<file path="src/rtl/msg_pkg.sv">
// Shared types, width helpers and default message contents for the message sequencer.
package msg_pkg;

  typedef enum logic [2:0] {IDLE, SCAN, LOAD, SEND, SEP, FIN} state_t;

  function automatic int mi_width(input int n);
    return (n <= 1) ? 1 : $clog2(n);
  endfunction

  function automatic int ci_width(input int m);
    return $clog2(m + 1);
  endfunction

  localparam int DEF_NUM_MSGS = 4;

  // Text is right-justified in each word, so character 0 sits in the highest used byte.
  localparam logic [127:0] DEF_TEXT [DEF_NUM_MSGS] = '{
    128'("ENGINEERING"), 128'("ASSIGNMENT"), 128'("STUDENT"), 128'("FPGA")
  };
  localparam int DEF_LEN [DEF_NUM_MSGS] = '{11, 10, 7, 4};

  function automatic logic [7:0] def_char(input int m, input int c);
    if (m >= DEF_NUM_MSGS || c >= DEF_LEN[m]) return 8'h00;
    return DEF_TEXT[m][(DEF_LEN[m] - 1 - c) * 8 +: 8];
  endfunction

endpackage

</file>
<file path="src/rtl/msg_rom.sv">
// Message store: registered read of one character plus the length of the addressed message.
module msg_rom
  import msg_pkg::*;
#(
  parameter int NUM_MSGS    = 4,
  parameter int MSG_LEN_MAX = 16,
  parameter int DATA_W      = 8,
  parameter int MI_W        = mi_width(NUM_MSGS),
  parameter int CI_W        = ci_width(MSG_LEN_MAX)
) (
  input  logic              sysclk,
  input  logic              rst,
  input  logic [MI_W-1:0]   msg_idx,
  input  logic [CI_W-1:0]   char_idx,
  output logic [DATA_W-1:0] rd_data,
  output logic [CI_W-1:0]   rd_len
);

  // Messages beyond the default table read as empty; long defaults are clipped.
  function automatic int len_of(input int m);
    int l;
    l = (m < DEF_NUM_MSGS && m < NUM_MSGS) ? DEF_LEN[m] : 0;
    return (l > MSG_LEN_MAX) ? MSG_LEN_MAX : l;
  endfunction

  always_ff @(posedge sysclk) begin
    if (rst) begin
      rd_data <= '0;
      rd_len  <= '0;
    end else begin
      rd_data <= DATA_W'(def_char(int'(msg_idx), int'(char_idx)));
      rd_len  <= CI_W'(len_of(int'(msg_idx)));
    end
  end

endmodule

</file>
<file path="src/rtl/msg_sequencer.sv">
// Streams the messages selected by msg_sel, each followed by a separator, over valid/ready.
//   state | meaning
//   IDLE  | waiting for go or the auto tick
//   SCAN  | pick lowest pending message, or finish when none remain
//   LOAD  | ROM read of the current character in flight
//   SEND  | presenting a message character
//   SEP   | presenting the separator
//   FIN   | one-cycle done pulse
module msg_sequencer
  import msg_pkg::*;
#(
  parameter int                NUM_MSGS    = 4,
  parameter int                MSG_LEN_MAX = 16,
  parameter int                DATA_W      = 8,
  parameter logic [DATA_W-1:0] SEP_CHAR    = DATA_W'(8'h20),
  parameter int                AUTO_PERIOD = 2**25,
  localparam int               MI_W        = mi_width(NUM_MSGS),
  localparam int               CI_W        = ci_width(MSG_LEN_MAX)
) (
  input  logic                sysclk,
  input  logic                rst,
  input  logic [NUM_MSGS-1:0] msg_sel,
  input  logic                go,
  input  logic                auto_en,
  output logic [DATA_W-1:0]   tx_data,
  output logic                tx_valid,
  input  logic                tx_ready,
  output logic                busy,
  output logic                done,
  output logic [MI_W-1:0]     cur_msg
);

  localparam int CNT_W = $clog2(AUTO_PERIOD);

  state_t              state;
  logic [NUM_MSGS-1:0] pending;
  logic [CI_W-1:0]     char_idx, rom_char, rom_len;
  logic [MI_W-1:0]     scan_idx, rom_msg;
  logic [DATA_W-1:0]   rom_data;
  logic [CNT_W-1:0]    auto_cnt;
  logic                auto_tick, start;

  always_comb begin
    scan_idx = '0;
    for (int i = NUM_MSGS - 1; i >= 0; i--)
      if (pending[i]) scan_idx = MI_W'(i);
  end

  assign auto_tick = auto_en && (auto_cnt == CNT_W'(AUTO_PERIOD - 1));
  assign start     = (state == IDLE) && (go || auto_tick);

  // Address the next message during SCAN so its length is ready by LOAD.
  assign rom_msg  = (state == SCAN) ? scan_idx : cur_msg;
  assign rom_char = (state == SCAN) ? '0 : char_idx;

  msg_rom #(
    .NUM_MSGS   (NUM_MSGS),
    .MSG_LEN_MAX(MSG_LEN_MAX),
    .DATA_W     (DATA_W),
    .MI_W       (MI_W),
    .CI_W       (CI_W)
  ) u_rom (
    .sysclk  (sysclk),
    .rst     (rst),
    .msg_idx (rom_msg),
    .char_idx(rom_char),
    .rd_data (rom_data),
    .rd_len  (rom_len)
  );

  assign tx_data = (state == SEP)  ? SEP_CHAR :
                   (state == SEND) ? rom_data : '0;

  always_ff @(posedge sysclk) begin
    if (rst) begin
      state    <= IDLE;
      pending  <= '0;
      cur_msg  <= '0;
      char_idx <= '0;
      auto_cnt <= '0;
      tx_valid <= 1'b0;
      busy     <= 1'b0;
      done     <= 1'b0;
    end else begin
      if (!auto_en || start)  auto_cnt <= '0;
      else if (state == IDLE) auto_cnt <= auto_cnt + CNT_W'(1);

      case (state)
        IDLE: if (start) begin
          pending <= msg_sel;
          busy    <= 1'b1;
          state   <= SCAN;
        end
        SCAN: if (pending == '0) begin
          done  <= 1'b1;
          state <= FIN;
        end else begin
          cur_msg           <= scan_idx;
          pending[scan_idx] <= 1'b0;
          char_idx          <= '0;
          state             <= LOAD;
        end
        LOAD: if (rom_len == '0) begin
          state <= SCAN;
        end else begin
          tx_valid <= 1'b1;
          state    <= SEND;
        end
        SEND: if (tx_ready) begin
          char_idx <= char_idx + CI_W'(1);
          if (char_idx == rom_len - CI_W'(1)) begin
            state <= SEP;
          end else begin
            tx_valid <= 1'b0;
            state    <= LOAD;
          end
        end
        SEP: if (tx_ready) begin
          tx_valid <= 1'b0;
          state    <= SCAN;
        end
        FIN: begin
          done    <= 1'b0;
          busy    <= 1'b0;
          cur_msg <= '0;
          state   <= IDLE;
        end
        default: state <= IDLE;
      endcase
    end
  end

endmodule
</file>
<file path="config.mk">
export PLATFORM = sky130hd
export DESIGN_NAME = msg_sequencer
export DESIGN_NICKNAME = d
export VERILOG_FILES = /design/src/rtl/msg_pkg.sv /design/src/rtl/msg_rom.sv /design/src/rtl/msg_sequencer.sv
export SDC_FILE = /design/constraint.sdc
export NUM_CORES = 1
export LEC_CHECK = 0
export CORE_ASPECT_RATIO = 0.75
export CORE_MARGIN = 2
export CORE_UTILIZATION = 35
export CTS_BUF_LIST = sky130_fd_sc_hd__clkbuf_8
export DETAILED_ROUTE_END_ITERATION = 8
export DONT_BUFFER_PORTS = 1
export PLACE_DENSITY = 0.6
export SYNTH_ARGS = -nofsm -noshare
export SYNTH_HDL_FRONTEND = slang
export SYNTH_SLANG_ARGS = --single-unit
export TNS_END_PERCENT = 50
</file>
<file path="constraint.sdc">
create_clock -name sysclk -period 5.7 [get_ports sysclk]
set_clock_uncertainty 0.15 [all_clocks]
set_input_delay 1.14 -clock sysclk [delete_from_list [all_inputs] [get_ports sysclk]]
set_output_delay 1.14 -clock sysclk [all_outputs]
set_load 0.01 [all_outputs]
</file>
Word level (Yosys, flattened, before mapping)
Index checks and enable logic that the tools add are counted.
W data, S select, Z words.
{"block": "classes", "muxes": 45, "magnitude_cmp": 5, "n_shift": 1, "bitwise": 3, "n_reduce_logical": 23, "n_eq_ne": 14, "add_sub_neg": 5}
{"cell": "$bmux W128 S2", "count": 1}
{"cell": "$mux W128", "count": 2}
{"cell": "$shiftx A128 B32 Y8", "count": 1}
{"cell": "$bmux W32 S2", "count": 1}
{"cell": "$mux W32", "count": 2}
{"cell": "$ge A32 B3 Y1 const B", "count": 1}
{"cell": "$ge A6 B32 Y1", "count": 1}
{"cell": "$gt A32 B6 Y1 const B", "count": 1}
{"cell": "$mux W8", "count": 4}
{"cell": "$not A2 Y32", "count": 1}
{"cell": "$sub A29 B2 Y29 const B", "count": 1}
{"cell": "$sub A29 B6 Y29", "count": 1}
{"cell": "$add A25 B1 Y25 const B", "count": 1}
{"cell": "$eq A25 B25 Y1 const B", "count": 1}
{"cell": "$mux W5", "count": 4}
{"cell": "$mux W3", "count": 5}
{"cell": "$pmux W3 S5", "count": 1}
{"cell": "$mux W2", "count": 7}
{"cell": "$ne A2 B2 Y1 const B", "count": 6}
{"cell": "$pmux W5 S2", "count": 1}
{"cell": "$mux W1", "count": 9}
{"cell": "$reduce_and A3 Y1", "count": 3}
{"cell": "$mux W4", "count": 2}
{"cell": "$pmux W4 S2", "count": 1}
{"cell": "other kinds (26)", "count": 38}
{"block": "totals", "out_inout_bits": 13, "in_bits": 9, "ff_bits": 55, "wordCells": 107}

Longest topological paths before layout
{"block": "depth", "word_depth": 13, "mapped_depth": 20}

Cells and area by module
A second synthesis with hierarchy kept.
{"block": "hier_totals", "hier_cells": 404, "hier_area_um2": 3339.5}
{"module": "msg_sequencer", "instances": 1, "cells_per_inst": 275, "area_each_um2": 2306.0}
{"module": "msg_rom", "instances": 1, "cells_per_inst": 129, "area_each_um2": 1033.5}

Least setup slack after synthesis
No wires, ideal clock.
{"block": "synth_timing", "path_type": "reg-to-reg", "start": "reg state[1]", "end": "reg u_rom.rd_data[1]", "required_time_ns": 5.450, "path_stages_with_launch": 19, "slack_ns": 1.561, "synth_period_minus_slack_ns": 4.139, "n_path_buf": 4, "arrival_ns": 3.889, "cell_sequence": "dfxtp_1 > or3b_1 > clkbuf_1 > clkbuf_1 > nand2_1 > and2_1 > clkbuf_1 > inv_1 > ha_1 > nor2_1 > inv_1 > ha_1 > nor2b_1 > o21ai_0 > a311o_1 > a211oi_2 > or4b_1 > buf_2 > a2111oi_4"}
{"block": "synth_between", "elab_chain_len": 10}
{"item": "from (decl)", "line_no": "msg_sequencer.sv:35", "rtl": "state_t state;"}
{"item": "from (signal assigned)", "line_no": "msg_sequencer.sv:76", "rtl": "state <= IDLE;"}
{"item": "from (signal assigned)", "line_no": "msg_sequencer.sv:92", "rtl": "state <= SCAN;"}
{"item": "from (signal assigned)", "line_no": "msg_sequencer.sv:96", "rtl": "state <= FIN;"}
{"item": "$eq A3 B1 Y1 *", "line_no": "msg_sequencer.sv:53", "rtl": "assign rom_msg = (state == SCAN) ? scan_idx : cur_msg;"}
{"item": "$mux W2 *", "line_no": "msg_sequencer.sv:53"}
{"item": "named net rom_msg[1]", "line_no": "msg_sequencer.sv:38", "rtl": "logic [MI_W-1:0] scan_idx, rom_msg;"}
{"item": "$not A2 Y32 (not written as such) *", "line_no": "msg_pkg.sv:23, msg_pkg.sv:24"}
{"item": "$bmux W32 S2", "line_no": "msg_pkg.sv:23, msg_pkg.sv:24"}
{"item": "$mux W32 (not written as such) (2 in series)", "line_no": "msg_pkg.sv:23", "rtl": "if (m >= DEF_NUM_MSGS || c >= DEF_LEN[m]) return 8'h00;"}
{"item": "$sub A29 B2 Y29 or $ge A6 B32 Y1 (tied branches)", "line_no": "msg_pkg.sv:24, msg_pkg.sv:23"}
{"item": "$sub A29 B6 Y29 or $mux W1 (tied branches)", "line_no": "msg_pkg.sv:24, msg_pkg.sv:23"}
{"item": "$shiftx A128 B32 Y8 or $mux W1 (tied branches)", "line_no": "msg_pkg.sv:24, msg_rom.sv:27"}
{"item": "$mux W8 *", "line_no": "msg_pkg.sv:24", "rtl": "return DEF_TEXT[m][(DEF_LEN[m] - 1 - c) * 8 +: 8];"}
{"item": "to (signal assigned)", "line_no": "msg_rom.sv:31", "rtl": "rd_data <= DATA_W'(def_char(int'(msg_idx), int'(char_idx)));"}
{"item": "to (decl)", "line_no": "msg_rom.sv:15", "rtl": "output logic [DATA_W-1:0] rd_data,"}
The timed path passes the listed nets; every way through them passes the cells marked *. The select of a mux whose other input is x is not followed.
A chain may end at the register's enable or synchronous reset.

Worst setup path after layout
{"block": "layout_timing", "start": "reg state[0]", "end": "reg u_rom.rd_data[1]"}
{"block": "layout_between", "elab_chain_len": 10}
{"item": "$eq A3 B1 Y1 *", "line_no": "msg_sequencer.sv:53, msg_sequencer.sv:54"}
{"item": "$mux W2", "line_no": "msg_sequencer.sv:53"}
{"item": "$not A2 Y32 (not written as such)", "line_no": "msg_pkg.sv:23, msg_pkg.sv:24"}
{"item": "$bmux W32 S2", "line_no": "msg_pkg.sv:23, msg_pkg.sv:24"}
{"item": "$mux W32 (not written as such) (2 in series)", "line_no": "msg_pkg.sv:23"}
{"item": "$sub A29 B2 Y29 or $ge A6 B32 Y1 (tied branches)", "line_no": "msg_pkg.sv:24, msg_pkg.sv:23"}
{"item": "$sub A29 B6 Y29 or $mux W1 (tied branches)", "line_no": "msg_pkg.sv:24, msg_pkg.sv:23"}
{"item": "$shiftx A128 B32 Y8 or $mux W1 (tied branches)", "line_no": "msg_pkg.sv:24, msg_rom.sv:27"}
{"item": "$mux W8 *", "line_no": "msg_pkg.sv:24"}
Every way passes the cells marked *; elsewhere a longest branch is shown, timed or not. The select of a mux whose other input is x is not followed.

==> results.ini <==
[status]
status = finished clean

[worst_setup_path]
crit_path_start_kind = register
worstSetupEndpointType = register
crit_chain = nor3b_2, nand2b_1, or2_2, nand2_1, inv_1, ha_1, nor2_1, inv_1, ha_1, nor2b_1, o21ai_0, a311o_1, a211oi_2, or4b_1, a2111oi_4
timing.rr.end = u_rom.rd_data[1]$_SDFF_PP0_
cp_slowest_cell = or4b_1
r2r_slack_ns = 0.72
cp.buffers_inverters = 2
path_class = reg2reg
reg2reg_from = state[0]$_SDFFE_PP0P_
required_ns = 5.75
crit_arrival_ns = 5.03
path_max_fanout = 23
crit_family = simple AND/OR/NAND/NOR gates
ff2ff_path_depth = 15
slowest_delay_ns = 0.62

[route]
wl_met3_um = 516
vias = 2857
via_per_inst = 5.411
drc_errors = 0
met1Wirelength_um = 3901
first_iter_violations = 171
top_layer = met4
wl_um = 7607
wl_per_cell_um = 14.41
ant_nets = 0
drt-pass1-iter-count = 4
wl_met2_um = 3094

[power_and_ir_drop]
ir_drop_v = 0.0001075
power.total_mw = 1.198
p_leak_nw = 1.222
powerDensity_nw_per_um2 = 347.5

[clock_tree]
root_buffer = clkbuf_8
cts_setup_buffers = 0
clockBufferDepth = 2
cts_buffers = 5
cts_tree = yes
cts_hold_buf = 0
clock-sinks = 52
htree_num_levels = 2
ctsResizeCount = 0
clock_latency_ns = 0.31
clk_pin_slew_ns = 0.09

[final_layout]
area_delta_synth_final_pct = 4.713
multi_input_area_um2 = 2044
drive_above_1_share_pct = 6.500
diodes = 0
fill_cells = 952
regArea_um2 = 1041
final_nets = 423

[timing]
rsz0062_at_grt = no
tightest_slew_ns = 1.090
drv_slew = 0
hold_viol_final = 0
relSlewSlack_pct = 27.19
finalCriticalPeriod_ns = 4.982
fin_tns_setup_ns = 0
fmax_mhz = 200.7
setup_viol_count_final = 0
period_share_pct = 87.40

[die]
die_h_um = 87.99
num_rows = 30
dieArea_um2 = 10210
die_w_um = 116.0
initial_core_util_pct = 36.24
core_area_um2 = 9084
io_pins = 22

[hold_path]
min_to = auto_cnt[1]$_SDFFE_PP0P_
min_delay_path_depth = 2
hp-start = auto_cnt[1]$_SDFFE_PP0P_
hold_class = reg2reg

[logic_synthesis]
synth_edf_count = 0
netlist.area_leader.share_pct = 31.62
ys_ff_latch = 52
synth_flop_cell = dfxtp_1
synth.area.top_cells = dfxtp_1, nor2_1, ha_1, xnor2_1, xor2_1
synth_warnings = 0
async_flop_share_pct = 0
synth_common_cells = nor2_1, dfxtp_1, nand2_1
seq_area_frac_synth_pct = 31.62
synth_cells = 413
synth_cell_types = 64
syn-cell-area_um2 = 3292
synth_top_cell_by_area = dfxtp_1
synth_nets = 437
synth.avg_cell_area_um2 = 7.971
synth.most_common_cell = nor2_1

[global_routing]
grt_max_degree = 26
grt_pass1_vias = 2549
grt_pass1_wl_um = 12530
overflow = 0
antenna_found_initial = 0
grt_usage_pct = 15.40

[placement]
io_buffer_count = 0
dp_hpwl_um = 5873
gp_congestion = 0.9074

[flow_run]
drv_cap = 0

==> how the worst max path moves through the flow <==
stage	startpoint	endpoint	slack [ns]	cells after the start
2_1_floorplan	state[1]$_SDFFE_PP0P_	u_rom.rd_data[1]$_SDFF_PP0_	1.56	18
3_5_place_dp	state[0]$_SDFFE_PP0P_	u_rom.rd_data[1]$_SDFF_PP0_	0.77	15
3_3_place_gp	state[0]$_SDFFE_PP0P_	u_rom.rd_data[1]$_SDFF_PP0_	1.01	15
6_report	state[0]$_SDFFE_PP0P_	u_rom.rd_data[1]$_SDFF_PP0_	0.72	15
5_1_grt	state[0]$_SDFFE_PP0P_	u_rom.rd_data[1]$_SDFF_PP0_	0.41	15
4_1_cts	state[0]$_SDFFE_PP0P_	u_rom.rd_data[1]$_SDFF_PP0_	0.75	15
==> cell type report <==
class / instances / area share [%]
clock inverter: 3 / 0.7985
multi-input combinational: 314 / 59.31
sequential: 52 / 30.20
tap: 128 / 4.646
timing repair buffer: 2 / 0.4356
clock buffer: 5 / 1.996
inverter: 24 / 2.613
==> cell usage in the layout (no fill, tap or decap), types with 5 or more instances in the layout <==
cell type,Yosys,layout
clkbuf_8,0,5
a21oi_1,27,27
xnor2_1,20,20
dfxtp_1,52,52
xor2_1,16,16
nor2_1,53,53
o211ai_1,5,5
inv_1,24,24
and2_1,10,10
ha_1,15,15
and3_1,5,5
o21ai_0,9,9
nand4_1,9,9
nand2_1,35,35
nand3_1,15,15
nor3_1,16,16
==> sequential cells by signal (all words and copies together) (netlist names) <==
| signal | count |
|---|---|
| done | 1 |
| state | 3 |
| u_rom.rd_len | 4 |
| auto_cnt | 25 |
| busy | 1 |
| char_idx | 5 |
| pending | 4 |
| u_rom.rd_data | 6 |
| tx_valid | 1 |
| cur_msg | 2 |
==> tightest hold or removal path, delay by kind of cell (launching register included) <==
family / cells / cell delay (ns)
DFF: 1 / 0.33
and+or+nand+nor: 1 / 0.06
AOI/OAI and AO/OA: 1 / 0.05
==> power breakdown <==
group / internal (mW) / switching (mW) / leakage [nW]
logic: 0.198 / 0.351 / 0.754
clock network: 0.0903 / 0.127 / 0.0463
registers: 0.397 / 0.0342 / 0.422
==> stage by stage <==
step	instances	instance area (um2)	worst slack (ns)	hold slack, ns	utilization (%)
floorplan	413	3292	1.561	0.3036	-
global placement	520	3351	1.014	0.3111	36.89
detailed placement	520	3351	0.7714	0.3244	36.89
CTS	528	3447	0.7545	0.3385	37.95
global route	528	3447	0.4080	0.3663	37.95
finish	528	3447	0.7183	0.3351	37.95
==> cell families after synthesis <==
logic type / Yosys count / share of synthesized area (%)
AOI/OAI and AO/OA: 85 / 18.66
xor gates and xnor gates: 36 / 9.578
adders and majority gates: 15 / 5.701
buffers and inverters: 47 / 6.271
DFF: 52 / 31.62
muxes: 5 / 1.558
other: 1 / 0.1139
and+or+nand+nor: 172 / 26.49
==> metal layers <==
layer	track usage, %	up-vias
li1	-	1415
met1	22.96	1351
met2	22.06	83
met3	4.291	8
met4	3.139	0
met5	0	-
(Power assumes the default switching activity.)
